[config.mk]
export PLATFORM = sky130hd
export DESIGN_NAME = serial_rx_sampler
export DESIGN_NICKNAME = d
export VERILOG_FILES = /design/src/rtl/serial_pkg.sv /design/src/rtl/sync_2ff.sv /design/src/rtl/serial_rx_sampler.sv
export SDC_FILE = /design/constraint.sdc
export NUM_CORES = 1
export LEC_CHECK = 0
export BUFFER_PORTS_ARGS = -buffer_cell sky130_fd_sc_hd__clkbuf_2
export CORE_ASPECT_RATIO = 0.75
export CORE_UTILIZATION = 60
export DETAILED_ROUTE_END_ITERATION = 12
export HOLD_SLACK_MARGIN = 0.06
export PLACE_DENSITY = 0.92
export SKIP_CTS_REPAIR_TIMING = 1
export SYNTH_ARGS = -nofsm -noshare
export SYNTH_HDL_FRONTEND = slang
export SYNTH_HIERARCHICAL = 1
export SYNTH_SLANG_ARGS = --single-unit
[constraint.sdc]
create_clock -name clk -period 2.8 [get_ports clk]
set_input_delay 0.42 -clock clk [delete_from_list [all_inputs] [get_ports clk]]
set_output_delay 0.42 -clock clk [all_outputs]
set_load 0.01 [all_outputs]
[src/rtl/serial_pkg.sv]
// Shared 8N1 framing definitions for the serial receiver and transmitter.
// Latency: n/a (types and constants only).
// Backpressure: n/a.
package serial_pkg;

    localparam int STATE_SIZE = 3;
    localparam int DATA_BITS  = 8;

    typedef enum logic [STATE_SIZE-1:0] {
        IDLE      = 3'd0,
        START_BIT = 3'd1,
        DATA      = 3'd2,
        STOP_BIT  = 3'd3,
        WAIT_IDLE = 3'd4
    } state_t;

endpackage

[src/rtl/sync_2ff.sv]
// Two-flop synchroniser for an asynchronous single-bit input, reset value set by RESET_VAL.
// Latency: two clk cycles from d to q.
// Backpressure: none.
// Ports: clk, rst (sync, active-high), d (async input), q (synchronised output).
module sync_2ff #(
    parameter logic RESET_VAL = 1'b1
) (
    input  logic clk,
    input  logic rst,
    input  logic d,
    output logic q
);

    logic meta;

    always_ff @(posedge clk) begin
        if (rst) begin
            meta <= RESET_VAL;
            q    <= RESET_VAL;
        end else begin
            meta <= d;
            q    <= meta;
        end
    end

endmodule

[src/rtl/serial_rx_sampler.sv]
// UART 8N1 receiver: synchronises rx, validates the start bit mid-bit, samples data/stop at bit centres.
// Latency: strobe high the cycle after edge CLK_PER_BIT/2 + 2 + 9*CLK_PER_BIT from start-bit capture.
// Backpressure: none; data is overwritten by the next good byte.
// Ports: clk, rst (sync, active-high), rx (async serial in, idles high),
//        data (last good byte), new_data / frame_err (one-cycle strobes), busy (frame in progress).
module serial_rx_sampler
    import serial_pkg::*;
#(
    parameter int CLK_PER_BIT = 50,
    parameter int CTR_SIZE    = 6
) (
    input  logic                 clk,
    input  logic                 rst,
    input  logic                 rx,
    output logic [DATA_BITS-1:0] data,
    output logic                 new_data,
    output logic                 frame_err,
    output logic                 busy
);

    localparam logic [CTR_SIZE-1:0] HALF_M1 = CTR_SIZE'(CLK_PER_BIT / 2 - 1);
    localparam logic [CTR_SIZE-1:0] FULL_M1 = CTR_SIZE'(CLK_PER_BIT - 1);
    // The synchroniser holds its reset value (line idle) for two clocks after
    // reset, so WAIT_IDLE ignores rx_s until the real pin has reached it.
    // Otherwise a reset in the middle of a low data bit would look like an
    // idle line followed by a fresh start edge.
    localparam logic [CTR_SIZE-1:0] SETTLE  = CTR_SIZE'(2);

    logic rx_s;

    state_t                 state_q, state_d;
    logic [CTR_SIZE-1:0]    ctr_q, ctr_d;
    logic [2:0]             bit_ctr_q, bit_ctr_d;
    logic [DATA_BITS-1:0]   shreg_q, shreg_d;
    logic [DATA_BITS-1:0]   data_d;
    logic                   new_data_d, frame_err_d, busy_d;

    sync_2ff #(.RESET_VAL(1'b1)) u_sync (
        .clk (clk),
        .rst (rst),
        .d   (rx),
        .q   (rx_s)
    );

    always_comb begin
        state_d     = state_q;
        ctr_d       = ctr_q;
        bit_ctr_d   = bit_ctr_q;
        shreg_d     = shreg_q;
        data_d      = data;
        new_data_d  = 1'b0;
        frame_err_d = 1'b0;

        case (state_q)
            IDLE: begin
                ctr_d     = '0;
                bit_ctr_d = '0;
                if (!rx_s) begin
                    state_d = START_BIT;
                end
            end
            START_BIT: begin
                ctr_d = ctr_q + 1'b1;
                if (ctr_q == HALF_M1) begin
                    ctr_d   = '0;
                    // Line back high at mid-bit: a glitch, not a start bit.
                    state_d = rx_s ? IDLE : DATA;
                end
            end
            DATA: begin
                ctr_d = ctr_q + 1'b1;
                if (ctr_q == FULL_M1) begin
                    shreg_d   = {rx_s, shreg_q[DATA_BITS-1:1]};
                    ctr_d     = '0;
                    bit_ctr_d = bit_ctr_q + 3'd1;
                    if (bit_ctr_q == 3'd7) begin
                        state_d = STOP_BIT;
                    end
                end
            end
            STOP_BIT: begin
                ctr_d = ctr_q + 1'b1;
                if (ctr_q == FULL_M1) begin
                    ctr_d = '0;
                    if (rx_s) begin
                        data_d     = shreg_q;
                        new_data_d = 1'b1;
                        state_d    = IDLE;
                    end else begin
                        frame_err_d = 1'b1;
                        state_d     = WAIT_IDLE;
                    end
                end
            end
            WAIT_IDLE: begin
                if (ctr_q != SETTLE) begin
                    ctr_d = ctr_q + 1'b1;
                end else if (rx_s) begin
                    ctr_d   = '0;
                    state_d = IDLE;
                end
            end
            default: begin
                ctr_d     = '0;
                bit_ctr_d = '0;
                state_d   = WAIT_IDLE;
            end
        endcase

        busy_d = (state_d == START_BIT) || (state_d == DATA) || (state_d == STOP_BIT);
    end

    always_ff @(posedge clk) begin
        if (rst) begin
            state_q   <= WAIT_IDLE;
            ctr_q     <= '0;
            bit_ctr_q <= '0;
            shreg_q   <= '0;
            data      <= '0;
            new_data  <= 1'b0;
            frame_err <= 1'b0;
            busy      <= 1'b0;
        end else begin
            state_q   <= state_d;
            ctr_q     <= ctr_d;
            bit_ctr_q <= bit_ctr_d;
            shreg_q   <= shreg_d;
            data      <= data_d;
            new_data  <= new_data_d;
            frame_err <= frame_err_d;
            busy      <= busy_d;
        end
    end

endmodule

### Word-level counts from Yosys, hierarchy flattened

Index checks and enable logic that the tools add are counted.

| storage, ports and cells | value |
|---|---|
| register bits after elaboration | 33 |
| memories kept | 0 |
| bits in read-only memories | 0 |
| RAM bits | 0 |
| bits in latches | 0 |

| cells by class | value |
|---|---|
| reductions and logical operators | 9 |
| add/subtract/negate cells | 2 |
| equality and inequality tests | 13 |
| $lt $le $gt $ge | 0 |
| shift operators | 0 |
| div/mod/pow operators | 0 |
| bitwise gates (word level) | 3 |
| multipliers | 0 |
| multiplexer cells | 19 |

Operators by type and width:

| operator | number |
|---|---|
| $mux W3 | 9 |
| $mux W6 | 4 |
| $pmux W6 S3 | 1 |
| $pmux W3 S5 | 1 |
| $eq A3 B2 Y1 const B | 4 |
| $add A6 B1 Y6 const B | 1 |
| $eq A3 B1 Y1 const B | 2 |
| $eq A3 B3 Y1 const B | 2 |
| $eq A6 B5 Y1 const B | 1 |
| $eq A6 B6 Y1 const B | 1 |
| $ne A6 B2 Y1 const B | 1 |
| $pmux W3 S2 | 1 |
| $reduce_or A3 Y1 | 2 |
| $reduce_and A2 Y1 | 2 |
| $add A3 B1 Y3 const B | 1 |
| $logic_not A3 Y1 | 1 |
| $ne A3 B2 Y1 const B | 1 |
| $not A1 Y1 | 3 |
| $reduce_and A3 Y1 | 1 |
| $logic_or A1 B1 Y1 | 2 |
| $mux W1 | 2 |
| $mux W2 | 1 |
| $ne A2 B2 Y1 const B | 1 |
| $reduce_or A2 Y1 | 1 |

### Longest topological paths before layout

Gate-level depths: netlist of run 1.

| logic depth | value |
|---|---|
| word-level depth | 7 |
| gate-level depth with buffers | 7 |
| gate-level depth less buffers | 6 |

### Modules after synthesis

Netlist of run 1, hierarchy kept.

By module, submodules not included:

| module | times used | cells an instance | area each (µm²) |
|---|---|---|---|
| serial_rx_sampler | 1 | 135 | 1345.0 |
| sync_2ff | 1 | 4 | 52.6 |

### Worst setup path before layout of run 1

OpenSTA, ideal clock, no wires.

| timing | value |
|---|---|
| path type | reg-to-reg |
| start | register ctr_q[0] |
| end | register ctr_q[1] |
| setup slack | 1.207 ns |
| clock period less this slack | 1.593 ns |
| required time | 2.673 ns |
| cell stages (with the launch flop) | 7 |
| arrival time | 1.466 ns |
| cells stage by stage | dfxtp_1 inv_1 ha_1 or4b_4 a32oi_2 and2_4 o32ai_1 |

| on the way | value |
|---|---|
| word-level cells in the longest chain between the ends | 3 |

Ends and longest elaborated chain:

| what | RTL line | RTL |
|---|---|---|
| from (decl) | serial_rx_sampler.sv:32 | `logic [CTR_SIZE-1:0] ctr_q, ctr_d;` |
| from (signal assigned) | serial_rx_sampler.sv:125 | `ctr_q <= ctr_d;` |
| $add A6 B1 Y6, or another cell as far along | n/a |  |
| $mux W6 (on tied branches) | n/a |  |
| $pmux W6 S3 | serial_rx_sampler.sv:54 | `case (state_q)` |

Several ways; a longest one is shown, not always the timed one.
A chain may end at the register's enable or synchronous reset.

### Final worst setup path of run 1

| timing | value |
|---|---|
| start | register ctr_q[1] |
| end | register data[3] |

| on the way | value |
|---|---|
| word-level cells in the longest chain between the ends | 2 |

Ends and longest elaborated chain:

| what | RTL line | RTL |
|---|---|---|
| $eq A6 B6 Y1 | serial_rx_sampler.sv:83 | `if (ctr_q == FULL_M1) begin` |
| $reduce_and A3 Y1 (no line) | n/a |  |
| to (signal assigned) | serial_rx_sampler.sv:128 | `data <= data_d;` |
| to (decl) | serial_rx_sampler.sv:15 | `output logic [DATA_BITS-1:0] data,` |

Every way passes these cells.

==> flow_summary.toml, run 1 <==
[setup_path]
crit_chain = "inv_1, ha_1, and4_1, nand4_1, mux2i_1, nor2_1"
worstPathMaxFanout = 9
cp-end-kind = "flop"
critPathBufInv = 1
critPathMaxStageDelay_ps = 580
critPathKind = "flop to flop"
worst_ep_arrival_time_ps = 2260
crit_path_start_kind = "flop"
cpLargestDelayFamily = "simple AND/OR/NAND/NOR gates"
worstPathRequired_ps = 3020
crit_path_top_delay_cell = "nand4_1"

[floorplanning]
io-pin-count = 14
rows = 14
die_w_um = 57.7
die_h_um = 43.8
dieArea_sq_mm = 0.00253
initial_core_util_pct = 66.5
coreArea_sq_mm = 0.00210

[drt]
wl_per_cell_um = 14.2
num_vias = 1052
ant_nets = 0
drc_errors = 0
routed_via_density = 5.91
drt_pass1_iterations = 4
first_iter_violations = 27
totalWireLength_mm = 2.53

[yosys]
netlist_instances = 139
synth_edf_count = 0
synthDistinctLibCells = 36
synthArstFlopShare_pct = 0
yosysSeqAreaShare_pct = 47.3
synth.avg_cell_area_sq_um = 10.1
syn_nets = 148
synth_area_sq_mm = 0.00140
ys_ff_latch = 33
yosysWarnings = 6
synth_ff_type = "dfxtp_1"

[clocking]
cts_max_path_buffers = 2
cts_tree = "built"
numCtsBuffers = 5
clk_transition_reported_paths_ps = 110
clk_latency_ps = 340
htree_levels = 2
clockRootBuffer = "clkbuf_4"
cts_sinks = 33

[grt]
grt_max_degree = 34
grt_pass1_vias = 969
antenna_found_initial = 0
grt_overflow_total = 0
track_usage_pct = 23.1
grt_pass1_wl_mm = 4.17

[sta]
maxSlewViolCount = 0
rsz0062_at_grt = "no"
fin_crit_sh_pct = 72.8
tightest_slew_ps = 685
hold_violations = 0
fin_skew_ps = 11.4
tns_ps = 0
fin_crit_ps = 2040
setup_violations = 0
fmax_mhz = 490
slew-limit-headroom_pct = 54.2

[final_layout]
drive_gt1_share_pct = 19.5
nNetsFinal = 162
layout_commonest_cell = "dfxtp_1"
final_util_pct = 72.0
diodes = 0
mostFrequentLayoutCells = "dfxtp_1, nor2_1, mux2i_1"
syn_to_final_growth_pct = 8.24

[outcome]
status = "finished clean"

[place]
routabilityCongestion = 0.814
dp.final_hpwl_mm = 1.81
io_buffers = 13

[run]
max_cap_violations = 0

[min_path]
hold_class = "input port to flop"

[power_and_ir_drop]
total_power_uw = 920
total_leakage_power_nw = 0.733
vdd_drop_max_v = 0.000436
powerDensity_mw_per_mm2 = 608
-- flip-flops by register name, summed over array words and instances (netlist names) --
signal and cells:
shreg_q 8, data 8, new_data 1, u_sync/q 1
bit_ctr_q 3, frame_err 1, u_sync/meta 1, ctr_q 6
state_q 3, busy 1
-- synth_stat cells, types with 2 or more instances --
library cell | instances | area share (%)
a211oi_1 | 4 | 2.1
a21oi_1 | 4 | 1.4
a22o_1 | 2 | 1.3
buf_2 | 3 | 1.1
clkbuf_1 | 2 | 0.54
dfxtp_1 | 33 | 47
ha_1 | 6 | 5.4
inv_1 | 3 | 0.81
mux2i_1 | 16 | 11
nand2_1 | 4 | 1.1
nand2b_1 | 3 | 1.3
nand3_1 | 5 | 1.8
nand3b_1 | 3 | 1.6
nand4_1 | 3 | 1.3
nor2_1 | 25 | 6.7
or2_1 | 2 | 0.90
xor2_1 | 2 | 1.3
-- through the flow --
stage               cells  setup WS [ps]  instance area, sq um  hold slack [ps]
floorplan             139           1210                  1400              385
global placement      170            975                  1460              391
detailed placement    170            813                  1460              406
CTS                   178            807                  1510              260
global route          178            638                  1510              250
finish                178            761                  1510              265
-- cell type report --
cell class,instances,area [sq um]
clock buffers,5,37.5
clock inverters,3,17.5
fillers,164,589
inverters,3,11.3
multi-input cells,97,691
flip-flops and latches,33,661
well taps,24,30.0
repair buffers,13,65.1
-- metal layers --
metal,part of all wire (%),up-vias,GRT usage [%]
met1,46,504,27.4
li1,-,515,-
met3,4.7,7,8.06
met5,0,-,0
met2,47,26,36.3
met4,2.2,0,14.3
-- where the power goes --
| part | switching (mW) | total [mW] | leakage [nW] | internal [mW] |
|---|---|---|---|---|
| sequential | 0.0273 | 0.518 | 0.267 | 0.491 |
| combinational | 0.0877 | 0.148 | 0.436 | 0.0602 |
| clock | 0.159 | 0.253 | 0.0310 | 0.0945 |
-- cells by family (layout without fill, tap and decap cells) --
family,count (synthesis),count (layout),share of synthesized area (%)
compound gates,17,17,9.31
xor+xnor,3,3,1.88
fa+ha+maj,6,6,5.37
buf+inv,9,24,3.31
flops,33,33,47.3
mux,17,17,12.3
simple gates,54,54,20.6
-- worst paths after layout --
kind                             startpoint     endpoint  slack (ps)  cells past startpoint
worst max-delay path               ctr_q[1]      data[3]         760                      6
worst min-delay path                     rx  u_sync/meta         270                      2
worst max register to register     ctr_q[1]      data[3]         760                      6
worst min register to register  u_sync/meta     u_sync/q         430                      1
No activity file was read; power rests on OpenSTA's default activity.
==> run 2: changes to the inputs <==
- CORE_UTILIZATION: 60 -> 56
- PLACE_DENSITY: 0.92 -> 0.87
- clock period: 2.8 -> 2.1 ns (I/O delays scaled with it)
==> run 2 against run 1 <==
Compared with the run above: flip-flop and latch count unchanged; maximum frequency rose by 14%; global-route usage grew 0.19 points; via count down 1.7%; register-to-register slack lost 450 ps; largest cell class unchanged.
==> flow_summary.toml, run 2 (same netlist as run 1, synthesis figures left out) <==
[outcome]
status = "finished clean"

[sta]
tightest_slew_ps = 334
fin_skew_ps = 9.25
maxSlewViolCount = 0
fmax_mhz = 558
slew-limit-headroom_pct = 77.7
setup_violations = 0
tns_ps = 0
fin_crit_sh_pct = 85.3
hold_violations = 0
fin_crit_ps = 1790
rsz0062_at_grt = "no"

[setup_path]
cpLargestDelayFamily = "simple AND/OR/NAND/NOR gates"
reg2reg_slack_ps = 310
critPathCapture = "shreg_q[7]"
r2r-start = "ctr_q[1]"
critPathBufInv = 2
critPathKind = "flop to flop"
critical_path_depth = 7
worstPathMaxFanout = 5
crit_chain = "inv_1, ha_1, and4_1, nand3b_1, buf_4, mux2i_1, nor2_1"
startpoint = "ctr_q[1]"
crit_path_start_kind = "flop"
worst_ep_arrival_time_ps = 2030
worst_r2r_path_depth = 7
crit_path_top_delay_cell = "dfxtp_1"
worstReg2RegEnd = "shreg_q[7]"
critPathMaxStageDelay_ps = 390
cp-end-kind = "flop"
worstPathRequired_ps = 2340

[floorplanning]
coreArea_sq_mm = 0.00233
io-pin-count = 14
dieArea_sq_mm = 0.00270
initial_core_util_pct = 60.1
rows = 15
die_w_um = 59.7
die_h_um = 45.3

[final_layout]
design_area_sq_mm = 0.00156
ff_latch_area_sq_um = 661
fill_cells = 192
largestRegisters = "data (8), shreg_q (8), ctr_q (6)"
drive_gt1_share_pct = 21.0
syn_to_final_growth_pct = 11.8
mostFrequentLayoutCells = "dfxtp_1, nor2_1, mux2i_1"
multi_input_area_sq_um = 691
layout_commonest_cell = "dfxtp_1"
diodes = 0
nNetsFinal = 165

[drt]
num_vias = 1034
first_iter_violations = 69
totalWireLength_mm = 2.65
drc_errors = 0
drt_pass1_iterations = 4
wl_per_cell_um = 13.9
routed_via_density = 5.41
ant_nets = 0

[clocking]
htree_levels = 2
clk_transition_reported_paths_ps = 100
clk_latency_ps = 350
cts_max_path_buffers = 2
cts_tree = "built"
numCtsBuffers = 5
clockRootBuffer = "clkbuf_4"
cts_sinks = 33

[place]
io_buffers = 13
dp.final_hpwl_mm = 1.89
place_area_sq_mm = 0.00149
routabilityCongestion = 0.865

[power_and_ir_drop]
powerDensity_mw_per_mm2 = 829
vdd_drop_max_v = 0.000416
total_power_mw = 1.30
total_leakage_power_nw = 0.757

[run]
max_cap_violations = 0

[grt]
grt_overflow_total = 0
grt_max_degree = 27
antenna_found_initial = 0
grt_pass1_wl_mm = 4.44
grt_pass1_vias = 977
track_usage_pct = 23.3

[min_path]
hold_class = "input port to flop"
run 2: cell count changes in the layout (fill, tap and decap cells not counted):
cell and delta:
buf_4 +3, clkinvlp_4 -1, clkbuf_8 +2, clkinv_2 -1
run 2: worst min-delay path by stage:
stage	depth (start not counted)	start	to
after detailed placement	1	u_sync/meta	u_sync/q
after global placement	1	u_sync/meta	u_sync/q
after CTS	2	rx	u_sync/meta
after global routing	2	rx	u_sync/meta
after floorplan	1	u_sync/meta	u_sync/q
final	2	rx	u_sync/meta
run 2: layer usage:
layer | GRT usage (%) | share of wire (%)
met1 | 29.9 | 48
met2 | 35.3 | 46
met4 | 8.37 | 0.94
met5 | 0 | 0
met3 | 9.46 | 5.3
run 2: power breakdown:
group	internal [mW]	leakage, nW	switching (mW)
combinational	0.0812	0.449	0.106
sequential	0.655	0.267	0.0390
clock	0.194	0.0413	0.220
total	0.930	0.757	0.365
run 2: per-stage QoR:
step	worst slack [ps]	util, %	std cells	hold slack, ps
detailed placement	334	64.1	183	400
global placement	408	64.1	183	389
CTS	326	67.2	191	142
floorplan	507	-	139	385
finish	309	67.2	191	145
global route	201	67.2	191	138
run 2: cell type report:
cell class	count	share of cell area, %
Multi-Input combinational cell	97	44.2
Sequential cell	33	42.3
Timing Repair Buffer	16	5.60
Clock buffer	7	4.16
Tap cell	34	2.72
Inverter	3	0.721
Clock inverter	1	0.320
==> run 3: changes to the inputs <==
- CORE_ASPECT_RATIO: 0.75 -> 0.9
- SLEW_MARGIN: default -> 30
==> run 3 against run 2 <==
Compared with the run above: core utilization is 1.5 points higher; power shrank 1.8%; worst hold slack better by 18 ps; critical path depth unchanged; non-clock buffer count unchanged; setup slack worse by 6.5 ps; final area down 0.56%; first-iteration DRC count fell by 68%.
==> flow_summary.toml, run 3 (same netlist as run 1, synthesis figures left out) <==
[outcome]
status = "finished clean"

[drt]
ant_nets = 0
wl_per_cell_um = 13.6
num_vias = 1043
totalWireLength_mm = 2.51
drt_pass1_iterations = 5
first_iter_violations = 22
routed_via_density = 5.67
drc_errors = 0

[clocking]
numCtsBuffers = 5
cts_max_path_buffers = 2
cts_sinks = 33
cts_tree = "built"
clk_transition_reported_paths_ps = 90
clockRootBuffer = "clkbuf_4"
clk_latency_ps = 330
htree_levels = 2

[sta]
fmax_mhz = 556
setup_violations = 0
tightest_slew_ps = 335
slew-limit-headroom_pct = 77.6
fin_crit_sh_pct = 85.6
hold_violations = 0
rsz0062_at_grt = "no"
tns_ps = 0
fin_skew_ps = 7.25
maxSlewViolCount = 0
fin_crit_ps = 1800

[setup_path]
reg2reg_slack_ps = 300
critPathCapture = "data[7]"
worstReg2RegEnd = "data[7]"
worstPathRequired_ps = 2310
crit_path_start_kind = "flop"
worstPathMaxFanout = 5
worst_r2r_path_depth = 7
r2r-start = "ctr_q[1]"
critPathKind = "flop to flop"
worst_ep_arrival_time_ps = 2000
cp-end-kind = "flop"
startpoint = "ctr_q[1]"

[final_layout]
largestRegisters = "data (8), shreg_q (8), ctr_q (6)"
syn_to_final_growth_pct = 11.2
drive_gt1_share_pct = 21.0
nNetsFinal = 165
layout_commonest_cell = "dfxtp_1"
layoutNonFillerInstCount = 184
diodes = 0
mostFrequentLayoutCells = "dfxtp_1, nor2_1, mux2i_1"

[floorplanning]
dieArea_sq_mm = 0.00270
die_w_um = 54.7
io-pin-count = 14
die_h_um = 49.4
rows = 16
coreArea_sq_mm = 0.00226
initial_core_util_pct = 61.8

[power_and_ir_drop]
switching_share_pct = 26.9
powerDensity_mw_per_mm2 = 819
total_power_mw = 1.27
total_leakage_power_nw = 0.757
p_sw_uw = 342
p_seq_share_pct = 54.5
p_int_uw = 930
pwr-share-clk_pct = 30.8
power_frac_comb_pct = 14.7
vdd_drop_max_v = 0.000560

[grt]
grt_overflow_total = 0
grt_pass1_vias = 1011
track_usage_pct = 23.1
grt_pass1_wl_mm = 4.38
antenna_found_initial = 0
grt_max_degree = 19

[run]
max_cap_violations = 0

[place]
dp.cells = 176
dp.final_hpwl_mm = 1.83
io_buffers = 13
routabilityCongestion = 0.848

[min_path]
hold_class = "input port to flop"
run 3: cell counts in the layout (fill, tap and decap cells not counted):
No cell type changed its count.
run 3: per-layer routing:
layer,share of wire (%),routed length [um],global-route usage (%)
met1,43,1080,27.1
met2,50,1250,37.1
met3,5.1,129,6.54
met5,0,0,0
met4,1.7,43,11.5
run 3: critical path, cell delays in order, from the launching register on:
cell and delay, ps:
dfxtp_1 350, inv_1 100, ha_1 160, and4_1 280, nand4_1 280, buf_4 280, mux2i_1 160, nor2_1 60
run 3: stage by stage:
stage | utilization [%] | cell area [sq um] | hold slack (ps) | setup slack [ps]
global placement | 65.6 | 1480 | 387 | 407
floorplan | - | 1400 | 385 | 507
CTS | 68.7 | 1550 | 145 | 303
global route | 68.7 | 1550 | 150 | 159
finish | 68.7 | 1550 | 162 | 303
detailed placement | 65.6 | 1480 | 395 | 313
run 3: layout make-up:
| type | count | area, sq um |
|---|---|---|
| repair buffers | 16 | 87.6 |
| clock buffers | 7 | 65.1 |
| clock inverters | 1 | 5.00 |
| inverters | 3 | 11.3 |
| fillers | 169 | 708 |
| multi-input cells | 97 | 691 |
| flip-flops and latches | 33 | 661 |
| well taps | 27 | 33.8 |
run 3: worst min-delay path by stage:
stage | startpoint | to | slack [ps] | depth (start not counted)
floorplan | u_sync/meta | u_sync/q | 390 | 1
global placement | u_sync/meta | u_sync/q | 390 | 1
detailed placement | u_sync/meta | u_sync/q | 390 | 1
CTS | rx | u_sync/meta | 150 | 2
global route | rx | u_sync/meta | 150 | 2
finish | rx | u_sync/meta | 160 | 2
run 3: power by group through the flow:
stage                     combinational (mW)  sequential [mW]  clock (mW)
final                                  0.187            0.693       0.391
after CTS                              0.188            0.692       0.408
after global placement                 0.178            0.702           0
after global routing                   0.211            0.699       0.428
after floorplan                        0.152            0.695           0
after detailed placement               0.186            0.707           0
